## src/rtl/pll_mgmt_responder.sv

```systemverilog
// ---------------------------------------------------------------------------
// pll_mgmt_responder
//
// Avalon-MM slave that stands in for the video PLL reconfiguration port.
// Accepts MODE / START / K register writes from the underclock sequencer,
// stalls the bus (waitrequest mode) or exposes a STATUS bit (polling mode)
// while a reconfiguration is in progress, then applies the pending K value
// to frac_k with a one-cycle apply strobe.
//
// Register map:
//   0 MODE   bit0 r/w (0 = waitrequest mode, 1 = polling mode)
//   1 STATUS bit0 = ~busy, read-only
//   2 START  write-only, any data starts a reconfiguration
//   7 K      r/w pending K (not the applied frac_k)
//   others   writes ignored, reads return 0
//
// Ports:
//   mgmt_clk          sole clock
//   mgmt_reset        synchronous, active-high reset
//   mgmt_write        write request
//   mgmt_read         read request
//   mgmt_address[5:0] register address
//   mgmt_writedata    write data
//   mgmt_readdata     registered read data, latency 1, held between reads
//   mgmt_waitrequest  stall, high only in BUSY while MODE = 0
//   frac_k            applied fractional-K value
//   apply             one-cycle strobe in the cycle frac_k takes its new value
//   busy              high while the reconfiguration is in progress
// ---------------------------------------------------------------------------
module pll_mgmt_responder #(
    parameter int unsigned BUSY_CYCLES = 16,
    parameter logic [31:0] RESET_K     = 32'd3639383488
) (
    input  logic        mgmt_clk,
    input  logic        mgmt_reset,
    input  logic        mgmt_write,
    input  logic        mgmt_read,
    input  logic [5:0]  mgmt_address,
    input  logic [31:0] mgmt_writedata,
    output logic [31:0] mgmt_readdata,
    output logic        mgmt_waitrequest,
    output logic [31:0] frac_k,
    output logic        apply,
    output logic        busy
);

    localparam int CNT_W = $clog2(BUSY_CYCLES + 1);

    localparam logic [5:0] ADDR_MODE   = 6'd0;
    localparam logic [5:0] ADDR_STATUS = 6'd1;
    localparam logic [5:0] ADDR_START  = 6'd2;
    localparam logic [5:0] ADDR_K      = 6'd7;

    typedef enum logic [1:0] {
        S_IDLE  = 2'd0,
        S_BUSY  = 2'd1,
        S_APPLY = 2'd2
    } state_t;

    state_t             r_state;
    state_t             w_state_nxt;
    logic [CNT_W-1:0]   r_cnt;
    logic               r_mode;
    logic [31:0]        r_pend_k;
    logic [31:0]        r_frac_k;
    logic [31:0]        r_rdata;

    logic               w_wreq;
    logic               w_busy;
    logic               w_apply;
    logic               w_wr_acc;
    logic               w_rd_acc;
    logic [31:0]        w_rd_mux;

    // Acceptance: a write wins over a simultaneous read, which is dropped.
    assign w_wr_acc = mgmt_write & ~w_wreq;
    assign w_rd_acc = mgmt_read & ~mgmt_write & ~w_wreq;

    always_comb begin
        w_state_nxt = r_state;
        w_busy      = 1'b0;
        w_apply     = 1'b0;
        w_wreq      = 1'b0;
        case (r_state)
            S_IDLE: begin
                if (w_wr_acc && (mgmt_address == ADDR_START)) begin
                    w_state_nxt = S_BUSY;
                end
            end
            S_BUSY: begin
                w_busy = 1'b1;
                w_wreq = ~r_mode;
                // Counter was loaded with BUSY_CYCLES, so leaving at 1 gives
                // exactly BUSY_CYCLES cycles in this state.
                if (r_cnt == CNT_W'(1)) begin
                    w_state_nxt = S_APPLY;
                end
            end
            S_APPLY: begin
                w_apply     = 1'b1;
                w_state_nxt = S_IDLE;
            end
            default: begin
                w_state_nxt = S_IDLE;
            end
        endcase
    end

    always_comb begin
        w_rd_mux = 32'd0;
        case (mgmt_address)
            ADDR_MODE:   w_rd_mux = {31'd0, r_mode};
            ADDR_STATUS: w_rd_mux = {31'd0, ~w_busy};
            ADDR_K:      w_rd_mux = r_pend_k;
            default:     w_rd_mux = 32'd0;
        endcase
    end

    always_ff @(posedge mgmt_clk) begin
        if (mgmt_reset) begin
            r_state  <= S_IDLE;
            r_cnt    <= '0;
            r_mode   <= 1'b0;
            r_pend_k <= RESET_K;
            r_frac_k <= RESET_K;
            r_rdata  <= 32'd0;
        end else begin
            r_state <= w_state_nxt;

            if ((r_state == S_IDLE) && (w_state_nxt == S_BUSY)) begin
                r_cnt <= CNT_W'(BUSY_CYCLES);
            end else if (r_state == S_BUSY) begin
                r_cnt <= r_cnt - CNT_W'(1);
            end

            // frac_k is loaded on entry to APPLY so the strobe and the new
            // value appear together; a K write landing in the APPLY cycle
            // therefore only reaches the pending register.
            if ((r_state == S_BUSY) && (w_state_nxt == S_APPLY)) begin
                r_frac_k <= r_pend_k;
            end

            if (w_wr_acc) begin
                if (mgmt_address == ADDR_MODE) begin
                    r_mode <= mgmt_writedata[0];
                end
                if (mgmt_address == ADDR_K) begin
                    r_pend_k <= mgmt_writedata;
                end
            end

            if (w_rd_acc) begin
                r_rdata <= w_rd_mux;
            end
        end
    end

    assign mgmt_readdata    = r_rdata;
    assign mgmt_waitrequest = w_wreq;
    assign frac_k           = r_frac_k;
    assign apply            = w_apply;
    assign busy             = w_busy;

endmodule

```

## config.mk

```make
export PLATFORM = sky130hd
export DESIGN_NAME = pll_mgmt_responder
export DESIGN_NICKNAME = d
export VERILOG_FILES = /design/src/rtl/pll_mgmt_responder.sv
export SDC_FILE = /design/constraint.sdc
export NUM_CORES = 1
export LEC_CHECK = 0
export ABC_AREA = 0
export BUFFER_PORTS_ARGS = -buffer_cell sky130_fd_sc_hd__buf_2
export CAP_MARGIN = 20
export CORE_MARGIN = 1
export CORE_UTILIZATION = 52
export CTS_CLUSTER_SIZE = 30
export DETAILED_ROUTE_END_ITERATION = 10
export PLACE_DENSITY = 0.89
export SLEW_MARGIN = 5
export SYNTH_ARGS = -nofsm -noshare
export SYNTH_HDL_FRONTEND = slang
export SYNTH_SLANG_ARGS = --single-unit
```

## constraint.sdc

```tcl
create_clock -name mgmt_clk -period 2.25 [get_ports mgmt_clk]
set_clock_uncertainty 0.05 [all_clocks]
set_input_delay 0.1125 -clock mgmt_clk [delete_from_list [all_inputs] [get_ports mgmt_clk]]
set_output_delay 0.1125 -clock mgmt_clk [all_outputs]
set_load 0.01 [all_outputs]
```

==> impl_metrics.json, run 1 <==
{
  "cts-root-buf": "clkbuf_8",
  "slew_viol_final": 0,
  "rows": 31,
  "fin_cells": 647,
  "synth-async-reset-ratio_pct": 0,
  "numCtsBuffers": 9,
  "avgSynthCellArea_sq_um": 9.76,
  "worst_ep_arrival_time_ps": 2150,
  "power_density_mw_per_mm2": 605,
  "synthAdderAreaFrac_pct": 0.613,
  "syn_area_sq_mm": 0.00408,
  "cap_violations": 0,
  "fin_tns_setup_ps": 0,
  "critical_path_required_ps": 2500,
  "final_area_sq_mm": 0.00517,
  "fp.dieW_um": 90.6,
  "r2r_cells": 4,
  "start_util_pct": 55.1,
  "grt_max_degree": 54,
  "wl_um": 11200,
  "startpoint_type": "flip-flop",
  "drive_above_1_share_pct": 28.1,
  "synth.distinct_cells": 46,
  "critPathCaptureType": "flip-flop",
  "drt_iter0_markers": 302,
  "cts_buffer_depth": 2,
  "grt_pass1_wl_um": 18000,
  "finalWeightedCongestion": 0.844,
  "routedWlPerCell_um": 17.3,
  "synth_top_family_by_area": "simple AND/OR/NAND/NOR gates",
  "max_slew_margin_pct": 44.6,
  "cts_resized": 0,
  "fin_crit_ps": 1900,
  "first_global_vias": 3609,
  "ant_nets": 0,
  "postCtsSetupBuffers": 0,
  "clock_sinks": 104,
  "finalSetupViolCount": 0,
  "hp-class": "primary input to flip-flop",
  "ys.flop_type": "dfxtp_1",
  "rsz0062_at_grt": "false",
  "cts_tree": "done",
  "seqPwrFrac_pct": 59.1,
  "syn_inst": 418,
  "tightest_slew_ps": 825,
  "synth_warnings": 0,
  "p_sw_uw": 750,
  "die_h_um": 90.6,
  "synthToLayoutAreaGrowth_pct": 26.8,
  "p_sw_share_pct": 23.9,
  "vias_per_cell": 5.85,
  "design.die.area_sq_mm": 0.00820,
  "dr.pass1.iters": 5,
  "yosys.area_share.simple_pct": 17.9,
  "fin_util_pct": 69.8,
  "cp_max_fo": 15,
  "max_freq_mhz": 527,
  "gr-total-overflow": 0,
  "synth_edf_count": 0,
  "synthMuxAreaShare_pct": 7.85,
  "fin_nets": 587,
  "synth_seq_cells": 104,
  "path_clk_slew_ps": 90,
  "p_clk_share_pct": 34.6,
  "coreArea_sq_mm": 0.00741,
  "seq_area_frac_synth_pct": 51.0,
  "period_share_pct": 84.3,
  "grt_usage_pct": 27.8,
  "vias": 3785,
  "synth-compound-area-share_pct": 17.2,
  "comb_power_share_pct": 6.3,
  "seq_area_sq_mm": 0.00208,
  "yosys.area_share.xor_xnor_pct": 0.215,
  "antenna_found_initial": 0,
  "worstSkewPairLatency_ps": 370,
  "critical_path_class": "flip-flop to flip-flop",
  "multi_input_area_sq_mm": 0.00181,
  "outcome": "finished clean",
  "fillers": 505,
  "ir_drop_uv": 342,
  "hold_viol": 0,
  "placed_area_sq_mm": 0.00468,
  "worstHoldPathCells": 3,
  "synth_nets": 462,
  "ioPinCount": 109,
  "drc": 0,
  "diodes": 0,
  "p_int_mw": 2.38,
  "io_buffers": 108,
  "dpl.hpwl_um": 6890,
  "h-tree-depth": 3,
  "power.leakage_nw": 1.99,
  "place_inst": 600
}
[kinds of logic after synthesis]
logic type / after synthesis
adders and majority gates: 2
xor gates and xnor gates: 1
AOI/OAI and AO/OA: 93
and+or+nand+nor: 144
buffers and inverters: 42
DFF: 104
muxes: 32
[power by group through the flow]
stage          Combinational (mW)  Clock, mW  Sequential, mW
3_5_place_dp                0.151          0            1.89
6_report                    0.197       1.08            1.85
4_1_cts                     0.193       1.09            1.85
5_1_grt                     0.213       1.17            1.85
3_3_place_gp                0.148          0            1.89
2_1_floorplan              0.0837          0            1.89
[timing repair]
item	4_1_cts	5_1_grt
endpoints found under the hold margin	31	0
hold buffers	31	0
endpoints found under the setup margin	0	0
[worst paths after layout]
path,startpoint,to,slack [ps]
worst max-delay path,r_state[0]$_SDFF_PP0_,mgmt_readdata[18]$_SDFFE_PP0P_,350
worst min-delay path,mgmt_writedata[1],r_pend_k[1]$_SDFFE_PP0P_,30
worst max register to register,r_state[0]$_SDFF_PP0_,mgmt_readdata[18]$_SDFFE_PP0P_,350
worst min register to register,r_pend_k[20]$_SDFFE_PP0P_,frac_k[20]$_SDFFE_PP0P_,410
[cells in the mapped netlist (2+ instances only)]
master     count  area [sq um]
a211oi_1       2          15.0
a21oi_1       21           105
a32o_1        15           150
buf_1          3          11.3
buf_2          4          20.0
buf_6          4          45.0
clkbuf_1      23          86.3
dfxtp_1      104          2080
ha_1           2          25.0
inv_1          4          15.0
inv_2          2          7.51
mux2i_1       32           320
nand2_1       37           139
nand2b_1       2          12.5
nand3_1       49           245
nand3b_1       4          30.0
nor2_1        35           131
nor3_1         3          15.0
o21ai_0       32           160
o2bb2ai_1      6          52.6
o2bb2ai_2      9           135
[final cells by class]
class,instances,area share [%]
repair buffers,149,18.4
multi-input cells,272,34.9
clock inverters,5,0.750
flip-flops and latches,104,40.3
well taps,99,2.39
inverters,7,0.556
clock buffers,11,2.73
[state kept, by name, indices dropped and copies added (netlist names)]
name and flops:
r_pend_k 32, mgmt_readdata 32, r_mode 1, r_cnt 5, r_state 2, frac_k 32
[worst max-delay path, cell delays in order (launching register included)]
cell	delay [ps]
dfxtp_1	380
or3b_4	300
inv_4	60
nor4_4	750
a32o_1	290
[routing by layer]
layer  vias to the layer above  share of wire [%]  track usage, %
met3                        31                7.5            6.73
met1                      1811                 43            34.5
met5                         -                  0               0
met2                       195                 47            44.1
li1                       1748                  -               -
met4                         0                3.0            15.7
[metrics by stage]
stage	setup slack, ps	hold WS (ps)	total power [mW]
after global placement	463	314	2.04
after detailed placement	398	318	2.04
after floorplan	565	205	1.98
final	352	30.0	3.13
after global routing	270	8.97	3.24
after CTS	380	3.71	3.13
[placed cells by master (no fill, tap or decap), types with 2 or more instances in the layout]
cell type	n
buf_2	108
dfxtp_1	104
nand3_1	49
nand2_1	37
nor2_1	35
o21ai_0	32
mux2i_1	32
dlygate4sd3_1	31
a21oi_1	20
a32o_1	15
clkbuf_8	10
o2bb2ai_2	9
buf_4	8
o2bb2ai_1	6
inv_1	4
nand3b_1	4
nor3_1	3
inv_6	3
nand2b_1	2
inv_2	2
nor4b_4	2
a211oi_1	2
ha_1	2
buf_12	2
(Power assumes the default switching activity.)
==> run 2, diff against run 1 <==
==> constraint.sdc (replaced) <==
create_clock -name mgmt_clk -period 1.8 [get_ports mgmt_clk]
set_clock_uncertainty 0.05 [all_clocks]
set_input_delay 0.09 -clock mgmt_clk [delete_from_list [all_inputs] [get_ports mgmt_clk]]
set_output_delay 0.09 -clock mgmt_clk [all_outputs]
set_load 0.01 [all_outputs]
==> impl_metrics.json, run 2 (synthesis gave the netlist of run 1 again) <==
{
  "io_buffers": 108,
  "slew_viol_final": 0,
  "fin_util_pct": 72.0,
  "power_density_mw_per_mm2": 783,
  "synthToLayoutAreaGrowth_pct": 30.8,
  "crit_path_max_incr_delay_ps": 470,
  "comb_power_share_pct": 6.3,
  "max_slew_margin_pct": 71.0,
  "p_int_mw": 3.23,
  "finalSetupViolCount": 0,
  "routedWlPerCell_um": 17.8,
  "seqPwrFrac_pct": 55.3,
  "start_util_pct": 55.1,
  "rows": 31,
  "path_clk_slew_ps": 90,
  "ioPinCount": 109,
  "grt_pass1_wl_um": 18800,
  "wl_um": 11700,
  "power.leakage_nw": 2.07,
  "p_sw_uw": 951,
  "antenna_found_initial": 0,
  "worstHoldPathCells": 4,
  "critical_path_required_ps": 1990,
  "endpoint": "frac_k[6]$_SDFFE_PP1P_",
  "numCtsBuffers": 9,
  "cap_violations": 0,
  "h-tree-depth": 3,
  "vias_per_cell": 5.89,
  "tightest_slew_ps": 435,
  "ant_nets": 0,
  "timing.final.ws_setup_ps": 48.5,
  "critPathBufInv": 2,
  "hold_viol": 0,
  "coreArea_sq_mm": 0.00741,
  "fin_crit_ps": 1750,
  "regToRegSetupSlack_ps": 50,
  "r2r_cells": 6,
  "die_h_um": 90.6,
  "fin_nets": 597,
  "critPathCaptureType": "flip-flop",
  "cts_tree": "done",
  "layout_commonest_cell": "buf_2",
  "cp-startpoint": "r_cnt[1]$_SDFFE_PP0N_",
  "cp_cell_sequence": "inv_1 > ha_1 > or4b_1 > buf_4 > o21ai_0 > nand3_1",
  "drt_iter0_markers": 356,
  "clock_sinks": 104,
  "dp_worst_setup_slack_ps": 3.98,
  "diodes": 0,
  "worstSkewPairLatency_ps": 360,
  "worst_ep_arrival_time_ps": 1940,
  "first_global_vias": 3686,
  "rsz0062_at_grt": "true",
  "cp_max_fo": 14,
  "finalWeightedCongestion": 0.820,
  "cts_buffer_depth": 2,
  "outcome": "finished clean",
  "p_sw_share_pct": 22.8,
  "max_freq_mhz": 571,
  "gr-total-overflow": 0,
  "startpoint_type": "flip-flop",
  "layout_common_cells": "108 x buf_2, 104 x dfxtp_1, 49 x nand3_1",
  "cp_slowest_cell": "or4b_1",
  "fp.dieW_um": 90.6,
  "p_clk_share_pct": 38.4,
  "design.die.area_sq_mm": 0.00820,
  "vias": 3870,
  "ir_drop_uv": 583,
  "cts-root-buf": "clkbuf_8",
  "drc": 0,
  "reg2reg_from": "r_cnt[1]$_SDFFE_PP0N_",
  "drive_above_1_share_pct": 29.6,
  "hp-class": "primary input to flip-flop",
  "cp_top_family": "simple AND/OR/NAND/NOR gates",
  "grt_max_degree": 42,
  "dpl.hpwl_um": 7270,
  "critical_path_class": "flip-flop to flip-flop",
  "dr.pass1.iters": 5,
  "path_depth": 6,
  "grt_usage_pct": 29.0,
  "reg2reg_to": "frac_k[6]$_SDFFE_PP1P_",
  "period_share_pct": 97.3
}
-- run 2: changes by cell type in the layout (fill, tap and decap cells not counted) --
cell / previous run / this run
o21ai_0: 32 / 25
buf_4: 8 / 14
o21ai_1: 0 / 6
buf_12: 2 / 5
bufinv_16: 0 / 2
clkbuf_1: 1 / 0
clkbuf_8: 10 / 9
clkinv_2: 1 / 0
clkinv_4: 0 / 1
clkinvlp_4: 1 / 2
dlygate4sd3_1: 31 / 32
inv_6: 3 / 2
o21ai_2: 0 / 1
-- run 2: layout make-up --
cell class              count  area (sq um)
flip-flops and latches    104          2080
fillers                   506          2070
multi-input cells         272          1810
repair buffers            159          1070
clock buffers               9           124
well taps                  99           124
clock inverters             7           101
inverters                   7          28.8
-- run 2: power by group through the flow --
| stage | clock network (mW) | logic (mW) | registers (mW) |
|---|---|---|---|
| 2_1_floorplan | 0 | 0.105 | 2.36 |
| 3_3_place_gp | 0 | 0.196 | 2.36 |
| 5_1_grt | 1.71 | 0.284 | 2.31 |
| 3_5_place_dp | 0 | 0.200 | 2.36 |
| 4_1_cts | 1.61 | 0.255 | 2.31 |
| 6_report | 1.60 | 0.264 | 2.31 |
-- run 2: tightest hold or removal path: stages --
cell and delay (ps):
buf_2 110, inv_1 50, o2111ai_1 90, a311oi_1 90
-- run 2: through the flow --
step / setup TNS (ps) / total power, mW / cell area [sq um] / std cells / hold WS, ps
floorplan: 0 / 2.47 / 4080 / 418 / 182
global placement: 0 / 2.56 / 4770 / 608 / 288
detailed placement: 0 / 2.56 / 4770 / 608 / 297
CTS: 0 / 4.18 / 5310 / 656 / 45.8
global route: -253 / 4.31 / 5340 / 657 / 66.8
finish: 0 / 4.18 / 5340 / 657 / 69.5
-- run 2: worst min path at each step --
| stage | from | to | slack [ps] |
|---|---|---|---|
| 2_1_floorplan | mgmt_writedata[0] | r_pend_k[0]$_SDFFE_PP0P_ | 180 |
| 3_3_place_gp | mgmt_writedata[9] | r_pend_k[9]$_SDFFE_PP0P_ | 290 |
| 3_5_place_dp | mgmt_writedata[3] | r_pend_k[3]$_SDFFE_PP0P_ | 300 |
| 4_1_cts | mgmt_address[1] | mgmt_readdata[0]$_SDFFE_PP0P_ | 50 |
| 5_1_grt | mgmt_write | r_mode$_SDFFE_PP0P_ | 70 |
| 6_report | mgmt_address[1] | mgmt_readdata[0]$_SDFFE_PP0P_ | 70 |
-- run 2: per-layer routing --
layer,vias up,global-route usage (%),wire length (um)
li1,1766,-,-
met1,1848,36.8,4830
met4,0,14.9,385
met3,40,4.38,833
met5,-,0,0
met2,216,47.5,5650
-- run 2: what timing repair did --
action	4_1_cts	5_1_grt
cloned	0	0
endpoints found under the setup margin	1	31
endpoints found under the hold margin	32	0
setup buffers	0	1
pin swaps	0	1
hold buffers	32	0
resized for setup	1	7
